==> config.mk <==
export PLATFORM = sky130hd
export DESIGN_NAME = ifmap_input_ctrl_flat
export DESIGN_NICKNAME = d
export VERILOG_FILES = /design/src/rtl/ifmap_pkg.sv /design/src/rtl/ifmap_input_ctrl_if.sv /design/src/rtl/ifmap_input_ctrl_wrap_counter.sv /design/src/rtl/ifmap_input_ctrl.sv /design/src/flat_wrapper.sv
export SDC_FILE = /design/constraint.sdc
export NUM_CORES = 1
export LEC_CHECK = 0
export CORE_UTILIZATION = 46
export DETAILED_ROUTE_END_ITERATION = 12
export GPL_ROUTABILITY_DRIVEN = 0
export PLACE_DENSITY = 0.71
export SYNTH_ARGS = -nofsm -noshare
export SYNTH_HDL_FRONTEND = slang
export SYNTH_HIERARCHICAL = 1
export SYNTH_SLANG_ARGS = --single-unit
==> constraint.sdc <==
create_clock -name clk -period 2.4 [get_ports clk]
set_clock_uncertainty 0.1 [all_clocks]
set_input_delay 0.36 -clock clk [delete_from_list [all_inputs] [get_ports clk]]
set_output_delay 0.36 -clock clk [all_outputs]
set_load 0.005 [all_outputs]
==> src/rtl/ifmap_pkg.sv <==
// Shared state encoding and counter-width helper for the ifmap input controller.
package ifmap_pkg;

  typedef logic [2:0] state_t;

  localparam state_t ST_CONFIG  = 3'd0;
  localparam state_t ST_CHAIN   = 3'd1;
  localparam state_t ST_WRITE   = 3'd2;
  localparam state_t ST_WAIT_SW = 3'd3;
  localparam state_t ST_SWITCH  = 3'd4;
  localparam state_t ST_DONE    = 3'd5;

  // Bits needed to count 0..max-1; never below one bit.
  function automatic int cnt_w(input int max);
    return (max <= 2) ? 1 : $clog2(max);
  endfunction

endpackage

==> src/rtl/ifmap_input_ctrl_if.sv <==
// Handshake/config bundle between the ifmap input controller (slave) and its environment (master).
// Optional IFMAP_INPUT_STALL_CNT_EN adds the stall_cnt observation signal.
interface ifmap_input_ctrl_if #(
  parameter int NBANK_W = 8,
  parameter int ADDR_W  = 4
);
  logic               config_en;
  logic [NBANK_W-1:0] num_banks;
  logic               in_valid;
  logic               in_ready;
  logic               read_ready;
  logic               chain_en;
  logic               chain_clr;
  logic               wen;
  logic [ADDR_W-1:0]  waddr;
  logic               switch;
  logic               done;
`ifdef IFMAP_INPUT_STALL_CNT_EN
  logic [31:0]        stall_cnt;
`endif

  modport master (
    output config_en, num_banks, in_valid, read_ready,
    input  in_ready, chain_en, chain_clr, wen, waddr, switch, done
`ifdef IFMAP_INPUT_STALL_CNT_EN
    , input stall_cnt
`endif
  );

  modport slave (
    input  config_en, num_banks, in_valid, read_ready,
    output in_ready, chain_en, chain_clr, wen, waddr, switch, done
`ifdef IFMAP_INPUT_STALL_CNT_EN
    , output stall_cnt
`endif
  );

endinterface

==> src/rtl/ifmap_input_ctrl_wrap_counter.sv <==
// Up-counter that wraps from MAX-1 to 0; last flags the wrap value.
module wrap_counter
  import ifmap_pkg::*;
#(
  parameter int MAX = 4,
  localparam int W = cnt_w(MAX)
) (
  input  logic         clk,
  input  logic         rst,
  input  logic         en,
  input  logic         clr,
  output logic [W-1:0] count,
  output logic         last
);

  localparam logic [W-1:0] TOP = W'(MAX - 1);

  assign last = (count == TOP);

  always_ff @(posedge clk) begin
    if (rst || clr) begin
      count <= '0;
    end else if (en) begin
      count <= last ? '0 : count + W'(1);
    end
  end

endmodule

==> src/rtl/ifmap_input_ctrl.sv <==
// Ifmap input sequencer: chains CHAIN_LEN words per buffer word, fills banks, swaps double buffer.
// Optional IFMAP_INPUT_STALL_CNT_EN adds a saturating stall counter.
//
// state      | meaning
// CONFIG     | idle after reset, waiting for config_en
// CHAIN      | accepting input words into the chaining register
// WRITE      | one-cycle write of the chained word, chain register cleared
// WAIT_SW    | bank full, waiting for reader to release the other bank
// SWITCH     | one-cycle double-buffer swap
// DONE       | frame complete, config_en starts a new frame
module ifmap_input_ctrl
  import ifmap_pkg::*;
#(
  parameter int CHAIN_LEN  = 4,
  parameter int BANK_DEPTH = 16,
  parameter int NBANK_W    = 8
) (
  input  logic              clk,
  input  logic              rst,
  ifmap_input_ctrl_if.slave bus
);

  localparam int CHAIN_W = cnt_w(CHAIN_LEN);
  localparam int ADDR_W  = cnt_w(BANK_DEPTH);

  state_t               state, state_nxt;
  logic [NBANK_W-1:0]   nbank_q;
  logic                 cfg_acc;
  logic                 hs;
  logic [CHAIN_W-1:0]   chain_cnt;
  logic                 chain_last;
  logic [ADDR_W-1:0]    addr_cnt;
  logic                 addr_last;
  logic [NBANK_W-1:0]   bank_cnt;
  logic                 bank_last;
  logic                 unused_chain;

  assign cfg_acc = ((state == ST_CONFIG) || (state == ST_DONE)) && bus.config_en;
  assign hs      = bus.in_valid && (state == ST_CHAIN);

  wrap_counter #(.MAX(CHAIN_LEN)) u_chain_cnt (
    .clk   (clk),
    .rst   (rst),
    .en    (hs),
    .clr   (cfg_acc),
    .count (chain_cnt),
    .last  (chain_last)
  );

  wrap_counter #(.MAX(BANK_DEPTH)) u_addr_cnt (
    .clk   (clk),
    .rst   (rst),
    .en    (state == ST_WRITE),
    .clr   (cfg_acc),
    .count (addr_cnt),
    .last  (addr_last)
  );

  wrap_counter #(.MAX(2 ** NBANK_W)) u_bank_cnt (
    .clk   (clk),
    .rst   (rst),
    .en    (state == ST_SWITCH),
    .clr   (cfg_acc),
    .count (bank_cnt),
    .last  (bank_last)
  );

  // The chain position only matters through its wrap flag.
  assign unused_chain = ^chain_cnt;

  always_comb begin
    state_nxt = state;
    case (state)
      ST_CONFIG, ST_DONE: begin
        if (bus.config_en) state_nxt = (bus.num_banks == '0) ? ST_DONE : ST_CHAIN;
      end
      ST_CHAIN: begin
        if (hs && chain_last) state_nxt = ST_WRITE;
      end
      ST_WRITE: begin
        state_nxt = addr_last ? ST_WAIT_SW : ST_CHAIN;
      end
      ST_WAIT_SW: begin
        if (bus.read_ready) state_nxt = ST_SWITCH;
      end
      ST_SWITCH: begin
        // A bank counter at its ceiling ends the frame instead of wrapping.
        if ((NBANK_W'(bank_cnt + NBANK_W'(1)) == nbank_q) || bank_last) state_nxt = ST_DONE;
        else state_nxt = ST_CHAIN;
      end
      default: state_nxt = ST_CONFIG;
    endcase
  end

  always_ff @(posedge clk) begin
    if (rst) begin
      state   <= ST_CONFIG;
      nbank_q <= '0;
    end else begin
      state <= state_nxt;
      if (cfg_acc) nbank_q <= bus.num_banks;
    end
  end

  assign bus.in_ready  = (state == ST_CHAIN);
  assign bus.chain_en  = hs;
  assign bus.chain_clr = (state == ST_CONFIG) || (state == ST_WRITE) || (state == ST_DONE);
  assign bus.wen       = (state == ST_WRITE);
  assign bus.waddr     = addr_cnt;
  assign bus.switch    = (state == ST_SWITCH);
  assign bus.done      = (state == ST_DONE);

`ifdef IFMAP_INPUT_STALL_CNT_EN
  logic [31:0] stall_q;

  always_ff @(posedge clk) begin
    if (rst || cfg_acc) begin
      stall_q <= '0;
    end else if (((state == ST_WAIT_SW) || ((state == ST_CHAIN) && !bus.in_valid))
                 && (stall_q != '1)) begin
      stall_q <= stall_q + 32'd1;
    end
  end

  assign bus.stall_cnt = stall_q;
`endif

endmodule
==> src/flat_wrapper.sv <==
// flat-port wrapper written by rule: the top's interface ports become plain ports
module ifmap_input_ctrl_flat import ifmap_pkg::*;
#(
  parameter int CHAIN_LEN  = 4,
  parameter int BANK_DEPTH = 16,
  parameter int NBANK_W    = 8
)
  (clk, rst, bus_config_en, bus_num_banks, bus_in_valid, bus_read_ready, bus_in_ready, bus_chain_en, bus_chain_clr, bus_wen, bus_waddr, bus_switch, bus_done);
  ifmap_input_ctrl_if #(.NBANK_W(NBANK_W)) bus_i ();
  input  logic clk;
  input  logic rst;
  input wire logic [$bits(bus_i.config_en)-1:0] bus_config_en;
  input wire logic [$bits(bus_i.num_banks)-1:0] bus_num_banks;
  input wire logic [$bits(bus_i.in_valid)-1:0] bus_in_valid;
  input wire logic [$bits(bus_i.read_ready)-1:0] bus_read_ready;
  output wire logic [$bits(bus_i.in_ready)-1:0] bus_in_ready;
  output wire logic [$bits(bus_i.chain_en)-1:0] bus_chain_en;
  output wire logic [$bits(bus_i.chain_clr)-1:0] bus_chain_clr;
  output wire logic [$bits(bus_i.wen)-1:0] bus_wen;
  output wire logic [$bits(bus_i.waddr)-1:0] bus_waddr;
  output wire logic [$bits(bus_i.switch)-1:0] bus_switch;
  output wire logic [$bits(bus_i.done)-1:0] bus_done;
  assign bus_i.config_en = bus_config_en;
  assign bus_i.num_banks = bus_num_banks;
  assign bus_i.in_valid = bus_in_valid;
  assign bus_i.read_ready = bus_read_ready;
  assign bus_in_ready = bus_i.in_ready;
  assign bus_chain_en = bus_i.chain_en;
  assign bus_chain_clr = bus_i.chain_clr;
  assign bus_wen = bus_i.wen;
  assign bus_waddr = bus_i.waddr;
  assign bus_switch = bus_i.switch;
  assign bus_done = bus_i.done;
  ifmap_input_ctrl #(.CHAIN_LEN(CHAIN_LEN), .BANK_DEPTH(BANK_DEPTH), .NBANK_W(NBANK_W)) u_core (.clk(clk), .rst(rst), .bus(bus_i));
endmodule
==> results.toml <==
[outcome]
status = "finished, final reports clean"

[power_and_ir_drop]
pwr-share-clk = 0.233
pwr-share-comb = 0.209
cell_internal_pwr_mw = 0.585
power_switching_mw = 0.217
p_per_area_nw_per_um2 = 434
p_leak_nw = 0.714
p_seq_frac = 0.558
ir_drop_mv = 0.275
switching_share = 0.270
fin_total_pwr_mw = 0.802

[layout]
multi_input_comb_area_um2 = 966
post-route-util = 0.596
nFillCells = 291
n_antenna_cell = 0
drive_gt1_frac = 0.124
fin_nets = 220
areaGrowthSynthToFinish_pct = 21.7
seqCellArea_um2 = 502

[critical_path]
cp_max_fo = 14
slowest_stage = "clkdlybuf4s50_1"
required_ns = 1.94
ff2ff_setup_slack_ns = 0.48
cp-end-kind = "output port"
max_stage_delay_ns = 0.51
startpoint = "u_core/state[1]$_SDFFE_PP0P_"
cp-endpoint = "bus_chain_clr"
cp_data_arrival_time_ns = 1.77
reg2reg_from = "u_core/u_bank_cnt/count[1]$_SDFFE_PP0P_"
crit_type = "flop to output port"
reg2reg_depth = 6
path_cells = "nor2b_1 -> and2_1 -> o21bai_1 -> clkdlybuf4s50_1"
cp-start-kind = "flop"
r2r-end = "u_core/state[2]$_SDFFE_PP0P_"

[floorplanning]
start_util = 0.490
rows = 20
die_h_um = 59.5
die_x_um = 59.5
core_um2 = 3100
ios = 23
die_area_um2 = 3540

[route]
first_pass_iters = 4
drc_errors = 0
vias_per_cell = 5.64
drt-total-wl_mm = 3.40
via_count = 1388
drtIter0Drc = 115
final_antenna_net_count = 0
wl_per_cell_um = 13.8

[sta]
drv_slew = 0
finalCritPeriodShare = 0.929
setup_viol = 0
rsz0062_at_grt = "false"
clock.fmax_mhz = 448
slew_headroom = 0.708
finalSetupTns_ns = 0
fin_crit_ns = 2.23
hold_slack_ns = 0.417
finalHoldViolCount = 0
worst_pin_slew_ns = 0.436
setup_slack_ns = 0.170

[global_routing]
antenna_found_initial = 0
grt_pass1_vias = 1281
grt_start_max_net_pins = 15
grt_util_all_layers = 0.216
grt_overflow = 0
grt_pass1_wl_mm = 5.75

[synthesis]
dominantRegCellSynth = "dfxtp_1"
ys_seq_elements = 25
syn-cell-area_um2 = 1520
async_flop_share = 0
yosys.cell_types.count = 46
ys_seq_area_frac = 0.329
synthesis.instances = 173
synth_nets = 190
synth_edf_count = 0
synth-warning-count = 6
avgSynthCellArea_um2 = 8.78

[clocking]
cts_tree = "yes"
clockBufferDepth = 2
clkTransAtPathRegs_ns = 0.13
cts_hold_buf = 0
cts-root-buf = "clkbuf_4"
htreeDepth = 1
cts.sinks = 25
cts_buffers = 3
insertion_delay_ns = 0.31

[job]
drv_cap = 0

[placement]
place_ws_ns = 0.177
placement.io_buffers = 22
dp_hpwl_mm = 2.55

[hold_path]
hold_class = "flop to flop"
## how the worst min path moves through the flow
stage,start,to,slack [ns],cells past startpoint
6_report,u_core/u_chain_cnt/count[0]$_SDFFE_PP0P_,u_core/u_chain_cnt/count[0]$_SDFFE_PP0P_,0.42,2
5_1_grt,u_core/u_chain_cnt/count[0]$_SDFFE_PP0P_,u_core/u_chain_cnt/count[0]$_SDFFE_PP0P_,0.44,2
4_1_cts,u_core/u_chain_cnt/count[0]$_SDFFE_PP0P_,u_core/u_chain_cnt/count[0]$_SDFFE_PP0P_,0.42,2
3_5_place_dp,u_core/u_chain_cnt/count[0]$_SDFFE_PP0P_,u_core/u_chain_cnt/count[0]$_SDFFE_PP0P_,0.40,2
3_3_place_gp,u_core/u_chain_cnt/count[0]$_SDFFE_PP0P_,u_core/u_chain_cnt/count[0]$_SDFFE_PP0P_,0.39,2
2_1_floorplan,rst,u_core/u_chain_cnt/count[0]$_SDFFE_PP0P_,0.32,1
## what timing repair did
item                       CTS  global route
gates resized for setup      0             1
buffers inserted             0             0
setup endpoints to repair    0             3
## per-layer routing
metal	up-vias	GRT usage	part of all wire
met5	-	0	0
met4	0	0.0986	0.016
met3	6	0.0284	0.044
met2	32	0.348	0.48
met1	658	0.286	0.46
li1	692	-	-
## area by class of cell
cell class                      instances  share of cell area
Clock buffer                            4              0.0142
Inverter                                3             0.00609
Multi-Input combinational cell        139               0.523
Sequential cell                        25               0.271
Tap cell                               44              0.0298
Timing Repair Buffer                   31               0.156
## power by group through the flow
stage          Sequential (mW)  Combinational (mW)  Clock, mW
2_1_floorplan            0.452               0.101          0
3_3_place_gp             0.455               0.161          0
6_report                 0.448               0.168      0.187
5_1_grt                  0.450               0.183      0.213
3_5_place_dp             0.457               0.167          0
4_1_cts                  0.447               0.168      0.197
## layout by cell type, fill, tap and decap left out, drive strengths merged, types with 2 or more instances in the layout
cell / n
nor3b: 2
a21oi: 7
o41ai: 2
or3b: 2
dfxtp: 25
clkbuf: 4
o31ai: 2
nor4: 3
or2: 3
nand4: 5
inv: 3
and3: 4
nor3: 6
nand3b: 3
or4: 2
nand2: 11
or3: 2
nand2b: 3
clkdlybuf4s50: 22
o21ai: 8
ha: 4
xor2: 10
mux2i: 11
buf: 9
nor2: 20
and2: 2
nor2b: 2
nand3: 5
xnor2: 6
## cells in the mapped netlist (all sizes together) (3+ instances only)
| library cell | count | area, µm² |
|---|---|---|
| a21oi | 7 | 35.0 |
| and3 | 4 | 25.0 |
| buf | 3 | 15.0 |
| clkbuf | 3 | 31.3 |
| dfxtp | 25 | 500 |
| ha | 4 | 50.1 |
| inv | 3 | 11.3 |
| mux2i | 11 | 110 |
| nand2 | 11 | 41.3 |
| nand2b | 3 | 18.8 |
| nand3 | 5 | 25.0 |
| nand3b | 3 | 22.5 |
| nand4 | 5 | 37.5 |
| nor2 | 20 | 75.1 |
| nor3 | 6 | 35.0 |
| nor4 | 3 | 18.8 |
| o21ai | 8 | 40.0 |
| or2 | 3 | 18.8 |
| xnor2 | 6 | 52.6 |
| xor2 | 10 | 87.6 |
## state kept, by name, indices dropped and copies added, names as in the netlist
name and cells:
u_core/nbank_q 8, u_core/u_chain_cnt/count 2, u_core/u_addr_cnt/count 4, u_core/u_bank_cnt/count 8, u_core/state 3
## worst max-delay path: cells and delay by family (launching register included)
family          cells  cell delay, ns
flops               1            0.41
simple gates        2            0.43
buf+inv             1            0.51
compound gates      1            0.11
## logic make-up after synthesis
logic type,share of synthesized area
AO/OA/AOI/OAI,0.153
multiplexers,0.0725
flip-flops,0.329
buffers and inverters,0.0379
XOR/XNOR,0.0923
adder cells (fa/ha/maj),0.0330
AND/OR/NAND/NOR,0.282
## metrics by stage
step / std cells / area, µm²
2_1_floorplan: 173 / 1520
3_3_place_gp: 242 / 1820
3_5_place_dp: 242 / 1820
4_1_cts: 246 / 1850
5_1_grt: 246 / 1850
6_report: 246 / 1850
No activity file was read; power rests on OpenSTA's default activity.
